===== src/rtl/msg_pkg.sv =====
// Shared constants for the UART message transmit scheduler: ASCII framing bytes,
// per-source frame headers, FSM state encoding and the frame byte lookup.
package msg_pkg;

   localparam logic [7:0] DASH  = 8'h2D;
   localparam logic [7:0] HASH  = 8'h23;
   localparam logic [7:0] QMARK = 8'h3F;
   localparam int         MSG_LEN = 7;

   // HDR[0]="FIM", HDR[1]="BPM", HDR[2]="BDM", HDR[3]="POS"; first character in [23:16]
   localparam logic [3:0][23:0] HDR = {"POS", "BDM", "BPM", "FIM"};

   typedef enum logic [1:0] {
      IDLE = 2'd0,
      SEND = 2'd1,
      WAIT = 2'd2,
      ACK  = 2'd3
   } state_t;

   // A literal '#' argument would end the frame early at the receiver, so it is sent as '?'
   function automatic logic [7:0] frame_byte(input logic [1:0] hdr_sel,
                                             input logic [2:0] idx,
                                             input logic [7:0] arg);
      logic [7:0] b;
      case (idx)
         3'd0:    b = HDR[hdr_sel][23:16];
         3'd1:    b = HDR[hdr_sel][15:8];
         3'd2:    b = HDR[hdr_sel][7:0];
         3'd3:    b = DASH;
         3'd4:    b = (arg == HASH) ? QMARK : arg;
         3'd5:    b = DASH;
         default: b = HASH;
      endcase
      return b;
   endfunction

endpackage


===== src/rtl/msg_tx_sched_rr_arbiter.sv =====
// Combinational round-robin pick: first asserted request searching from rr_ptr upward,
// wrapping modulo NUM_REQ.
module rr_arbiter #(
   parameter int NUM_REQ = 4,
   parameter int IDW     = 2
) (
   input  logic [NUM_REQ-1:0] req_valid,
   input  logic [IDW-1:0]     rr_ptr,
   output logic               any_req,
   output logic [IDW-1:0]     winner
);

   logic found;

   always_comb begin
      any_req = |req_valid;
      winner  = '0;
      found   = 1'b0;
      for (int i = 0; i < NUM_REQ; i++) begin
         int j;
         j = int'(rr_ptr) + i;
         if (j >= NUM_REQ) j = j - NUM_REQ;
         if (!found && req_valid[j]) begin
            winner = IDW'(j);
            found  = 1'b1;
         end
      end
   end

endmodule


===== src/rtl/msg_tx_sched.sv =====
// Round-robin scheduler sharing one UART byte transmitter between NUM_REQ message sources.
// Optional per-byte tx_done watchdog is built only when MSG_TX_TIMEOUT_EN is defined.
//
// state | meaning
// IDLE  | no frame in flight, arbitrating on req_valid
// SEND  | present frame[byte_idx] and pulse tx_start
// WAIT  | waiting for tx_done of the current byte
// ACK   | one-cycle req_ack to the granted source, advance rr_ptr
module msg_tx_sched
   import msg_pkg::*;
#(
   parameter  int NUM_REQ     = 4,
   parameter  int TIMEOUT_CYC = 50000,
   localparam int IDW         = (NUM_REQ > 1) ? $clog2(NUM_REQ) : 1
) (
   input  logic                 clk_50M,
   input  logic                 rst_n,
   input  logic [NUM_REQ-1:0]   req_valid,
   input  logic [NUM_REQ*8-1:0] req_arg,
   output logic [NUM_REQ-1:0]   req_ack,
   output logic                 busy,
   output logic [IDW-1:0]       grant_id,
   output logic [7:0]           tx_data,
   output logic                 tx_start,
   input  logic                 tx_done,
   output logic                 timeout_err
);

   if (NUM_REQ < 2 || NUM_REQ > 8) begin : g_bad_num_req
      $error("msg_tx_sched: NUM_REQ must be 2..8");
   end
   if (TIMEOUT_CYC < 1) begin : g_bad_timeout
      $error("msg_tx_sched: TIMEOUT_CYC must be positive");
   end

   state_t         state_q, state_d;
   logic [IDW-1:0] rr_ptr_q, rr_ptr_d;
   logic [IDW-1:0] grant_id_q, grant_id_d;
   logic [2:0]     byte_idx_q, byte_idx_d;
   logic [7:0]     arg_q, arg_d;
   logic [7:0]     tx_data_q, tx_data_d;
   logic           tx_start_q, tx_start_d;
   logic           busy_q, busy_d;
   logic           any_req;
   logic [IDW-1:0] winner;
   logic [1:0]     hdr_sel;

`ifdef MSG_TX_TIMEOUT_EN
   localparam int TMO_W = ($clog2(TIMEOUT_CYC + 1) > 16) ? $clog2(TIMEOUT_CYC + 1) : 16;
   logic [TMO_W-1:0] tmo_cnt_q, tmo_cnt_d;
   logic             timeout_err_q, timeout_err_d;
   assign timeout_err = timeout_err_q;
`else
   assign timeout_err = 1'b0;
`endif

   rr_arbiter #(.NUM_REQ(NUM_REQ), .IDW(IDW)) u_arb (
      .req_valid (req_valid),
      .rr_ptr    (rr_ptr_q),
      .any_req   (any_req),
      .winner    (winner)
   );

   // Sources beyond the four defined headers reuse the table cyclically
   assign hdr_sel = 2'(int'(grant_id_q) % 4);

   always_comb begin
      state_d    = state_q;
      rr_ptr_d   = rr_ptr_q;
      grant_id_d = grant_id_q;
      byte_idx_d = byte_idx_q;
      arg_d      = arg_q;
      tx_data_d  = tx_data_q;
      tx_start_d = 1'b0;
      busy_d     = busy_q;
      req_ack    = '0;
`ifdef MSG_TX_TIMEOUT_EN
      tmo_cnt_d     = tmo_cnt_q;
      timeout_err_d = timeout_err_q;
`endif
      case (state_q)
         IDLE: begin
            if (any_req) begin
               grant_id_d = winner;
               arg_d      = req_arg[8*int'(winner) +: 8];
               byte_idx_d = '0;
               busy_d     = 1'b1;
               state_d    = SEND;
            end
         end
         SEND: begin
            tx_data_d  = frame_byte(hdr_sel, byte_idx_q, arg_q);
            tx_start_d = 1'b1;
            state_d    = WAIT;
`ifdef MSG_TX_TIMEOUT_EN
            tmo_cnt_d  = '0;
`endif
         end
         WAIT: begin
            if (tx_done) begin
               if (byte_idx_q == 3'(MSG_LEN - 1)) begin
                  busy_d  = 1'b0;
                  state_d = ACK;
               end else begin
                  byte_idx_d = byte_idx_q + 3'd1;
                  state_d    = SEND;
               end
            end
`ifdef MSG_TX_TIMEOUT_EN
            // Abandon the rest of the frame but still release the source with an ack
            else if (tmo_cnt_q == TMO_W'(TIMEOUT_CYC - 1)) begin
               timeout_err_d = 1'b1;
               busy_d        = 1'b0;
               state_d       = ACK;
            end else begin
               tmo_cnt_d = tmo_cnt_q + 1'b1;
            end
`endif
         end
         ACK: begin
            req_ack  = NUM_REQ'(1) << grant_id_q;
            rr_ptr_d = (grant_id_q == IDW'(NUM_REQ - 1)) ? '0 : grant_id_q + 1'b1;
            state_d  = IDLE;
         end
         default: state_d = IDLE;
      endcase
   end

   always_ff @(posedge clk_50M or negedge rst_n) begin
      if (!rst_n) begin
         state_q       <= IDLE;
         rr_ptr_q      <= '0;
         grant_id_q    <= '0;
         byte_idx_q    <= '0;
         arg_q         <= '0;
         tx_data_q     <= '0;
         tx_start_q    <= 1'b0;
         busy_q        <= 1'b0;
`ifdef MSG_TX_TIMEOUT_EN
         tmo_cnt_q     <= '0;
         timeout_err_q <= 1'b0;
`endif
      end else begin
         state_q       <= state_d;
         rr_ptr_q      <= rr_ptr_d;
         grant_id_q    <= grant_id_d;
         byte_idx_q    <= byte_idx_d;
         arg_q         <= arg_d;
         tx_data_q     <= tx_data_d;
         tx_start_q    <= tx_start_d;
         busy_q        <= busy_d;
`ifdef MSG_TX_TIMEOUT_EN
         tmo_cnt_q     <= tmo_cnt_d;
         timeout_err_q <= timeout_err_d;
`endif
      end
   end

   assign busy     = busy_q;
   assign grant_id = grant_id_q;
   assign tx_data  = tx_data_q;
   assign tx_start = tx_start_q;

endmodule


===== config.mk =====
export PLATFORM = sky130hd
export DESIGN_NAME = msg_tx_sched
export DESIGN_NICKNAME = d
export VERILOG_FILES = /design/src/rtl/msg_pkg.sv /design/src/rtl/msg_tx_sched_rr_arbiter.sv /design/src/rtl/msg_tx_sched.sv
export SDC_FILE = /design/constraint.sdc
export NUM_CORES = 1
export LEC_CHECK = 0
export CAP_MARGIN = 20
export CELL_PAD_IN_SITES_DETAIL_PLACEMENT = 1
export CELL_PAD_IN_SITES_GLOBAL_PLACEMENT = 1
export CORE_UTILIZATION = 37
export DETAILED_ROUTE_END_ITERATION = 12
export MAX_ROUTING_LAYER = met4
export PLACE_DENSITY = 0.9
export SLEW_MARGIN = 20
export SYNTH_ARGS = -nofsm -noshare
export SYNTH_HDL_FRONTEND = slang
export SYNTH_HIERARCHICAL = 1
export SYNTH_SLANG_ARGS = --single-unit
export TNS_END_PERCENT = 10

===== constraint.sdc =====
create_clock -name clk_50M -period 3.6 [get_ports clk_50M]
set_input_delay 0.72 -clock clk_50M [delete_from_list [all_inputs] [get_ports clk_50M]]
set_output_delay 0.72 -clock clk_50M [all_outputs]
set_load 0.01 [all_outputs]

Word level (Yosys, flattened, before mapping)
Index checks and enable logic that the tools add are counted.
{"block": "word_totals", "register_bits": 27, "input_bits": 39, "output_inout_bits": 17, "word_cells": 100}
{"block": "classes", "n_addsub": 9, "magnitude_cmp": 9, "n_eq_ne": 15, "n_shift": 2, "muxes": 42, "n_reduce_logical": 15}
{"cell": "< comparator 32 x 4 -> 1 bit (second input constant)", "count": 4}
{"cell": "2-to-1 mux 32 bit", "count": 4}
{"cell": "greater-or-equal comparator 32 x 4 -> 1 bit (second input constant)", "count": 3}
{"cell": "subtractor 32 x 4 -> 32 bit (second input constant)", "count": 3}
{"cell": "binary-select mux 24 bit (select 2 bit)", "count": 1}
{"cell": "one-hot mux 8 bit (5 select lines)", "count": 1}
{"cell": "indexed part select 32 x 6 -> 8 bit", "count": 1}
{"cell": "2-to-1 mux 24 bit", "count": 1}
{"cell": "2-to-1 mux 2 bit", "count": 8}
{"cell": "2-to-1 mux 1 bit", "count": 15}
{"cell": "== test 3 bit (second input constant)", "count": 3}
{"cell": "2-to-1 mux 3 bit", "count": 3}
{"cell": "binary-select mux 1 bit (select 2 bit)", "count": 4}
{"cell": "== test 8 x 6 -> 1 bit (second input constant)", "count": 1}
{"cell": "2-to-1 mux 8 bit", "count": 1}
{"cell": "inequality test 2 bit (second input constant)", "count": 4}
{"cell": "one-hot mux 2 bit (4 select lines)", "count": 1}
{"cell": "AND reduction 4 bit", "count": 2}
{"cell": "adder 2 x 2 -> 3 bit (second input constant)", "count": 2}
{"cell": "== test 2 bit (second input constant)", "count": 3}
{"cell": "== test 3 x 2 -> 1 bit (second input constant)", "count": 2}
{"cell": "one-hot mux 3 bit (2 select lines)", "count": 1}
{"cell": "2-to-1 mux 4 bit", "count": 1}
{"cell": "AND reduction 2 bit", "count": 2}
{"cell": "17 further kinds", "count": 21}

Depth between registers and ports, before layout
Gate-level depths: netlist of run 1.
{"block": "logic_depth", "ltp_word": 16, "ltp_mapped": 7, "mapped_depth_nobuf": 6}

Modules after synthesis
The synthesis of run 1 kept the hierarchy.
{"module": "msg_tx_sched", "instances": 1, "cells_each": 152, "area_per_inst_um2": 1631.6, "seq_area_each_um2": 675.6}
{"module": "rr_arbiter", "instances": 1, "cells_each": 15, "area_per_inst_um2": 77.6, "seq_area_each_um2": 0.0}

Worst setup path before layout of run 1
OpenSTA, ideal clock, no wires.
{"block": "synth_timing", "kind": "input port to flip-flop", "start": "input port req_valid[1]", "end": "register arg_q[0]", "setup_ns": 0.125, "arrival_time_ns": 2.231, "required_ns": 3.475, "slack_ns": 1.244, "stages": 6, "n_path_buf": 1, "path_cell_list": "inv_1 > a221o_1 > a21oi_1 > buf_2 > mux4_2 > mux2_2"}
{"block": "synth_via", "elab_chain_len": 14, "word_cells_on_any_way": 28, "cone_classes": "shift: 1; mux: 19; reduce/logical: 8"}
{"element": "from (decl)", "line": "msg_tx_sched.sv:18", "text": "input logic [NUM_REQ-1:0] req_valid,"}
{"element": "binary-select mux 1 bit (select 2 bit)", "line": "msg_tx_sched_rr_arbiter.sv:23", "text": "if (!found && req_valid[j]) begin"}
{"element": "2-to-1 mux 1 bit (not written as such) (2 in a row)", "line": "msg_tx_sched_rr_arbiter.sv:23"}
{"element": "2-to-1 mux 1 bit", "line": "msg_tx_sched_rr_arbiter.sv:23"}
{"element": "zero test 1 bit", "line": "msg_tx_sched_rr_arbiter.sv:23"}
{"element": "logical AND 1 bit", "line": "msg_tx_sched_rr_arbiter.sv:23"}
{"element": "2-to-1 mux 1 bit", "line": "msg_tx_sched_rr_arbiter.sv:23"}
{"element": "zero test 1 bit", "line": "msg_tx_sched_rr_arbiter.sv:23"}
{"element": "logical AND 1 bit", "line": "msg_tx_sched_rr_arbiter.sv:23"}
{"element": "2-to-1 mux 1 bit", "line": "msg_tx_sched_rr_arbiter.sv:23"}
{"element": "zero test 1 bit", "line": "msg_tx_sched_rr_arbiter.sv:23"}
{"element": "logical AND 1 bit", "line": "msg_tx_sched_rr_arbiter.sv:23"}
{"element": "2-to-1 mux 2 bit (*)", "line": "msg_tx_sched_rr_arbiter.sv:23"}
{"element": "net winner[0]", "line": "msg_tx_sched.sv:45", "text": "logic [IDW-1:0] winner;"}
{"element": "indexed part select 32 x 6 -> 8 bit (*)", "line": "msg_tx_sched.sv:85", "text": "arg_d = req_arg[8*int'(winner) +: 8];"}
{"element": "to (signal assigned)", "line": "msg_tx_sched.sv:148", "text": "arg_q <= arg_d;"}
{"element": "to (decl)", "line": "msg_tx_sched.sv:40", "text": "logic [7:0] arg_q, arg_d;"}
Mark *: on every way through the listed nets, which the timed path passes. The rest lies on a longest branch. The select of a mux whose other input is x is not followed.
A chain may end at the register's enable or synchronous reset.

Final worst setup path of run 1
{"block": "layout_timing", "start": "input port req_valid[1]", "end": "register arg_q[1]"}
Same word-level chain as after synthesis.

==> run summary, run 1 <==
outcome - completed
Post-CTS Resized - 0
MaxCap Viol Count - 0
fmax - 379.0 MHz
Netlist cell types - 47
insertion delay to the later sink of the worst-skew pair - 0.28 ns
ys flop type - dfrtp_1
Num CTS Buffers - 3
EDFF count, synth - 0
maximum VDD drop - 0.0002191 V
DRC viols - 0
power per cell area - 687.8 nW/µm²
worst hold path class - reg2reg
RSZ-0062 raised after global routing - false
Worst-path clk slew - 0.10 ns
vias in the first global route - 1596
drt via density - 5.546
Final Hold Viols - 0
WL final - 4545 µm
leak pwr - 0.9806 nW
ant diodes - 0
DR iter-0 viols - 114
largest cells by area after synthesis - dfrtp_1 40%, mux4_2 11%, ha_1 6.6%
# IOs - 56
GP Congestion - 0.8005
Total Power - 1.596 mW
ys async rst share - 1.000
Synth Net Count - 215
share of the synthesized area in the top cell type - 0.3953
sequential share of the synthesized area - 0.3953
Slew @ Worst Pin - 0.7159 ns
Layout Skew - 0.004427 ns
post-synthesis average cell area - 10.23 µm²
layout cells sized above 1 - 0.1370
Netlist Area Pre-Place - 1709 µm²
H-tree Lvls - 1
die width - 69.97 µm
Nets - 268
Mapped Cells - 167
# rows - 24
Placed Cells - 267
CP required - 3.78 ns
first-pass GRT wire length - 7797 µm
Tcrit/Tclk final - 0.7328
area leader, netlist - dfrtp_1
GR Util All Layers - 0.2077
vias - 1503
startpoint types - input port
Area Growth Syn to Fin - 35.72%
drt pass-1 iters - 4
port bufs - 54
Crit Path Max Fanout - 9
HPWL Detailed - 3521 µm
core footprint - 4384 µm²
antenna violations before repair - 0
Critical Path Sink Type - flop
initial core utilization - 0.3898
largest net degree at the start of global routing - 28
Tmin final - 2.638 ns
Final Non-Filler Cells - 271
routed len/inst - 16.77 µm
total negative setup slack - 0 ns
Synth Register Bits - 27
slew margin rel. - 0.5228
clk sink count - 27
warning count from the yosys run - 6
DIE AREA - 4895 µm²
TritonCTS clock tree - done
DRT antenna net count - 0
crit path kind - in2reg
die height - 69.97 µm
Root Driver - clkbuf_8
global route overflow - 0
final core occ - 0.5291
# hold bufs at CTS - 0
Final Setup Violations - 0
post-CTS setup buffers - 0
Longest Clk Path Bufs - 2
CP arrival - 2.81 ns
Final Max Slew Viols - 0
Worst Hold Depth - 2
number of cells on the worst reg-to-reg path - 6
placed cells by master (no fill, tap or decap), types with 2 or more instances in the layout:
cell / n
a21oi_1: 12
inv_1: 12
and3_1: 4
nor2_1: 4
mux4_2: 8
o21ai_0: 12
nand3_1: 6
clkdlybuf4s50_1: 54
nand2_1: 22
o31ai_1: 2
clkbuf_8: 3
dfrtp_1: 27
mux2_2: 6
o2111ai_1: 3
ha_1: 9
buf_4: 3
nand2b_1: 2
a31oi_1: 2
a221o_1: 2
layer usage:
layer | wire length [µm] | global-route usage | up-vias
met3 | 162 | 0.02020 | 7
met5 | 0 | - | -
met4 | 72 | 0.07556 | 0
met1 | 1989 | 0.2577 | 733
li1 | - | - | 712
met2 | 2321 | 0.3526 | 51
kinds of logic (layout without fill, tap and decap cells):
group	after synthesis	in the layout	synth area share
DFF	27	27	0.3953
muxes	14	14	0.1449
AOI/OAI and AO/OA	45	45	0.1721
and+or+nand+nor	49	49	0.1537
adders and majority gates	9	9	0.06589
buffers and inverters	22	74	0.06587
other	1	1	0.002194
layout make-up:
| class | instances | area [µm²] |
|---|---|---|
| fill | 488 | 2064 |
| multi-input combinational | 118 | 920.9 |
| sequential | 27 | 675.6 |
| timing repair buffer | 57 | 563.0 |
| tap | 52 | 65.06 |
| inverter | 13 | 48.80 |
| clock buffer | 3 | 41.29 |
| clock inverter | 1 | 5.005 |
final timing paths:
kind                                    startpoint                      end  slack [ns]
min in group asynchronous                    rst_n   tx_data[4]$_DFFE_PN0P_        0.81
setup / recovery                      req_valid[1]     arg_q[1]$_DFFE_PN0P_        0.96
hold reg to reg             tx_data[6]$_DFFE_PN0P_   tx_data[6]$_DFFE_PN0P_        0.49
setup reg to reg           rr_ptr_q[0]$_DFFE_PN0P_     arg_q[1]$_DFFE_PN0P_        1.51
max in group asynchronous                    rst_n  grant_id[1]$_DFFE_PN0P_        2.54
hold / removal              tx_data[6]$_DFFE_PN0P_   tx_data[6]$_DFFE_PN0P_        0.49
power breakdown:
group	switching [mW]	internal (mW)
Combinational	0.410	0.434
Sequential	0.138	0.433
Clock	0.102	0.0779
Total	0.651	0.945
state kept, by name, summed over array words and instances, names as in the netlist:
register    cells
arg_q           8
tx_data         8
byte_idx_q      3
grant_id        2
rr_ptr_q        2
state_q         2
busy            1
tx_start        1
cells in the mapped netlist, types with 2 or more instances:
library cell	number
ha_1	9
nand2_1	22
a31oi_1	2
nor2_1	4
a21oi_1	12
o2111ai_1	3
mux4_2	8
o31ai_1	2
dfrtp_1	27
buf_4	2
nand2b_1	2
mux2_2	6
buf_2	3
nand3_1	6
inv_1	12
and3_1	4
a221o_1	2
o21ai_0	12
stage by stage:
stage / worst slack [ns] / hold WS [ns] / instance area [µm²]
6_report: 0.9618 / 0.4909 / 2320
3_3_place_gp: 0.7267 / 0.4614 / 2273
5_1_grt: 0.8779 / 0.5312 / 2320
3_5_place_dp: 0.6580 / 0.4724 / 2273
4_1_cts: 0.9462 / 0.4991 / 2320
2_1_floorplan: 1.244 / 0.4244 / 1709
worst max-delay path: stages:
cell and delay (ns):
clkdlybuf4s50_1 0.50, inv_1 0.06, a221o_1 0.35, a21oi_1 0.15
buf_4 0.23, mux4_2 0.52, mux2_2 0.28
Note: power is estimated with default switching activity, not from simulation.
==> run 2, diff against run 1 <==
--- a/config.mk
+++ b/config.mk
@@ -8,10 +8,10 @@
 export CAP_MARGIN = 20
 export CELL_PAD_IN_SITES_DETAIL_PLACEMENT = 1
 export CELL_PAD_IN_SITES_GLOBAL_PLACEMENT = 1
-export CORE_UTILIZATION = 37
+export CORE_UTILIZATION = 34
 export DETAILED_ROUTE_END_ITERATION = 12
 export MAX_ROUTING_LAYER = met4
-export PLACE_DENSITY = 0.9
+export PLACE_DENSITY = 0.84
 export SLEW_MARGIN = 20
 export SYNTH_ARGS = -nofsm -noshare
 export SYNTH_HDL_FRONTEND = slang
==> constraint.sdc (replaced) <==
create_clock -name clk_50M -period 2.75 [get_ports clk_50M]
set_input_delay 0.55 -clock clk_50M [delete_from_list [all_inputs] [get_ports clk_50M]]
set_output_delay 0.55 -clock clk_50M [all_outputs]
set_load 0.01 [all_outputs]
==> run 2 against run 1 <==
Effect of this change: clock power increased by 29%; critical endpoint is now arg_q[5]$_DFFE_PN0P_; final cell count is 6.3% higher; hold slack improved by 0.0033 ns; critical path type unchanged; largest power group unchanged; sequential share of layout area decreased by 0.40 points; wire length is 0.84% lower; total power up 32%; non-clock buffer count is 2 higher; utilization shrank 3.8 points.
==> run summary, run 2 (synthesis results as in run 1) <==
worst hold path class - reg2reg
CP required - 2.92 ns (-0.86 ns)
# hold bufs at CTS - 0 (unchanged)
drt via density - 5.233 (-5.7%)
global route overflow - 0 (unchanged)
Total Power - 2.114 mW (+32%)
Final Non-Filler Cells - 288 (+6.3%)
dpl cell area - 2307 µm² (+1.5%)
port bufs - 54 (unchanged)
maximum VDD drop - 0.0003393 V (+55%)
slew margin rel. - 0.5333 (+0.01052)
Crit Path Max Fanout - 9 (unchanged)
routed len/inst - 15.65 µm (-6.7%)
storage element area - 675.6 µm² (unchanged)
MaxCap Viol Count - 0 (unchanged)
crit path kind - in2reg
DIE AREA - 5314 µm² (+8.6%)
cell area after layout - 2352 µm² (+1.4%)
core footprint - 4786 µm² (+9.2%)
GR Util All Layers - 0.1976 (-0.01011)
TritonCTS clock tree - done
largest net degree at the start of global routing - 28 (unchanged)
Root Driver - clkbuf_8
ant diodes - 0 (unchanged)
layout cells sized above 1 - 0.1403 (+0.003285)
Layout Skew - 0.002379 ns (-0.002048 ns)
multi-input logic area - 920.9 µm² (unchanged)
most common cell after layout, fill and taps aside - clkdlybuf4s50_1
clk sink count - 27 (unchanged)
leak pwr - 0.9879 nW (+0.74%)
worst hold slack - 0.4942 ns (+0.003317 ns)
Place WS - -0.04584 ns (-0.7039 ns)
antenna violations before repair - 0 (unchanged)
vias in the first global route - 1574 (-1.4%)
Nets - 270 (+0.75%)
Num CTS Buffers - 3 (unchanged)
outcome - completed
Fill cells - 552 (+13%)
HPWL Detailed - 3583 µm (+1.7%)
final core occ - 0.4915 (-0.03761)
Area Growth Syn to Fin - 37.63%
die width - 72.90 µm (+4.2%)
insertion delay to the later sink of the worst-skew pair - 0.27 ns (about the same)
first-pass GRT wire length - 7693 µm (-1.3%)
total negative setup slack - 0 ns (unchanged)
die height - 72.90 µm (+4.2%)
fmax - 401.7 MHz
DR iter-0 viols - 85 (-25%)
commonest non-fill, non-tap cells in the layout - 54 x clkdlybuf4s50_1, 27 x dfrtp_1, 22 x nand2_1
Final Setup Violations - 0 (unchanged)
# IOs - 56 (unchanged)
drt pass-1 iters - 5 (+1)
Slew @ Worst Pin - 0.7001 ns (-0.01578 ns)
H-tree Lvls - 1 (unchanged)
WL final - 4507 µm (-0.84%)
startpoint types - input port
CP arrival - 2.66 ns (-0.15 ns)
DRC viols - 0 (unchanged)
Post-CTS Resized - 0 (unchanged)
Tmin final - 2.489 ns
post-CTS setup buffers - 0 (unchanged)
initial core utilization - 0.3571 (-0.03272)
Critical Path Sink Type - flop
DRT antenna net count - 0 (unchanged)
Worst-path clk slew - 0.09 ns (about the same)
power per cell area - 898.7 nW/µm² (+31%)
Placed Cells - 284 (+6.4%)
Final Hold Viols - 0 (unchanged)
Tcrit/Tclk final - 0.9052
Longest Clk Path Bufs - 2 (unchanged)
# rows - 25 (+4.2%)
RSZ-0062 raised after global routing - false
Final Max Slew Viols - 0 (unchanged)
vias - 1507 (+0.27%)
fin worst setup slack - 0.2607 ns (-0.7011 ns)
GP Congestion - 0.7998 (about the same)
==> run 2: cell types whose count changed in the layout (fill, tap and decap cells not counted) <==
| cell | before | now |
|---|---|---|
| buf_4 | 3 | 5 |
| clkbuf_1 | 0 | 1 |
| clkinv_2 | 1 | 0 |
==> run 2: worst max-delay path: stages <==
cell and delay, ns:
clkdlybuf4s50_1 0.51, inv_1 0.07, a221o_1 0.34, a21oi_1 0.16, buf_4 0.23, mux4_2 0.52, mux2_2 0.27
==> run 2: path summary, 6_finish.rpt <==
path / start / end / slack [ns] / cells after the start
min in group asynchronous: rst_n / rr_ptr_q[1]$_DFFE_PN0P_ / 0.65 / 2
min reg2reg: tx_data[6]$_DFFE_PN0P_ / tx_data[6]$_DFFE_PN0P_ / 0.49 / 2
max in group asynchronous: rst_n / arg_q[4]$_DFFE_PN0P_ / 1.83 / 2
min: tx_data[6]$_DFFE_PN0P_ / tx_data[6]$_DFFE_PN0P_ / 0.49 / 2
max: req_valid[1] / arg_q[5]$_DFFE_PN0P_ / 0.26 / 7
max reg2reg: rr_ptr_q[0]$_DFFE_PN0P_ / arg_q[5]$_DFFE_PN0P_ / 0.66 / 6
==> run 2: final cells by class <==
class	count	area share
flip-flops and latches	27	0.2872
well taps	67	0.03564
clock buffers	4	0.01915
multi-input cells	118	0.3915
inverters	13	0.02074
repair buffers	59	0.2457
==> run 2: layer usage <==
| metal | part of all wire | track usage |
|---|---|---|
| met5 | 0 | - |
| met3 | 0.024 | 0.02072 |
| met4 | 0.0095 | 0.05229 |
| met2 | 0.50 | 0.3416 |
| met1 | 0.46 | 0.2467 |
==> run 2: power breakdown <==
part / internal, mW / switching [mW] / total [mW]
sequential: 0.567 / 0.191 / 0.758
combinational: 0.586 / 0.538 / 1.12
clock: 0.104 / 0.128 / 0.232
total: 1.26 / 0.857 / 2.11
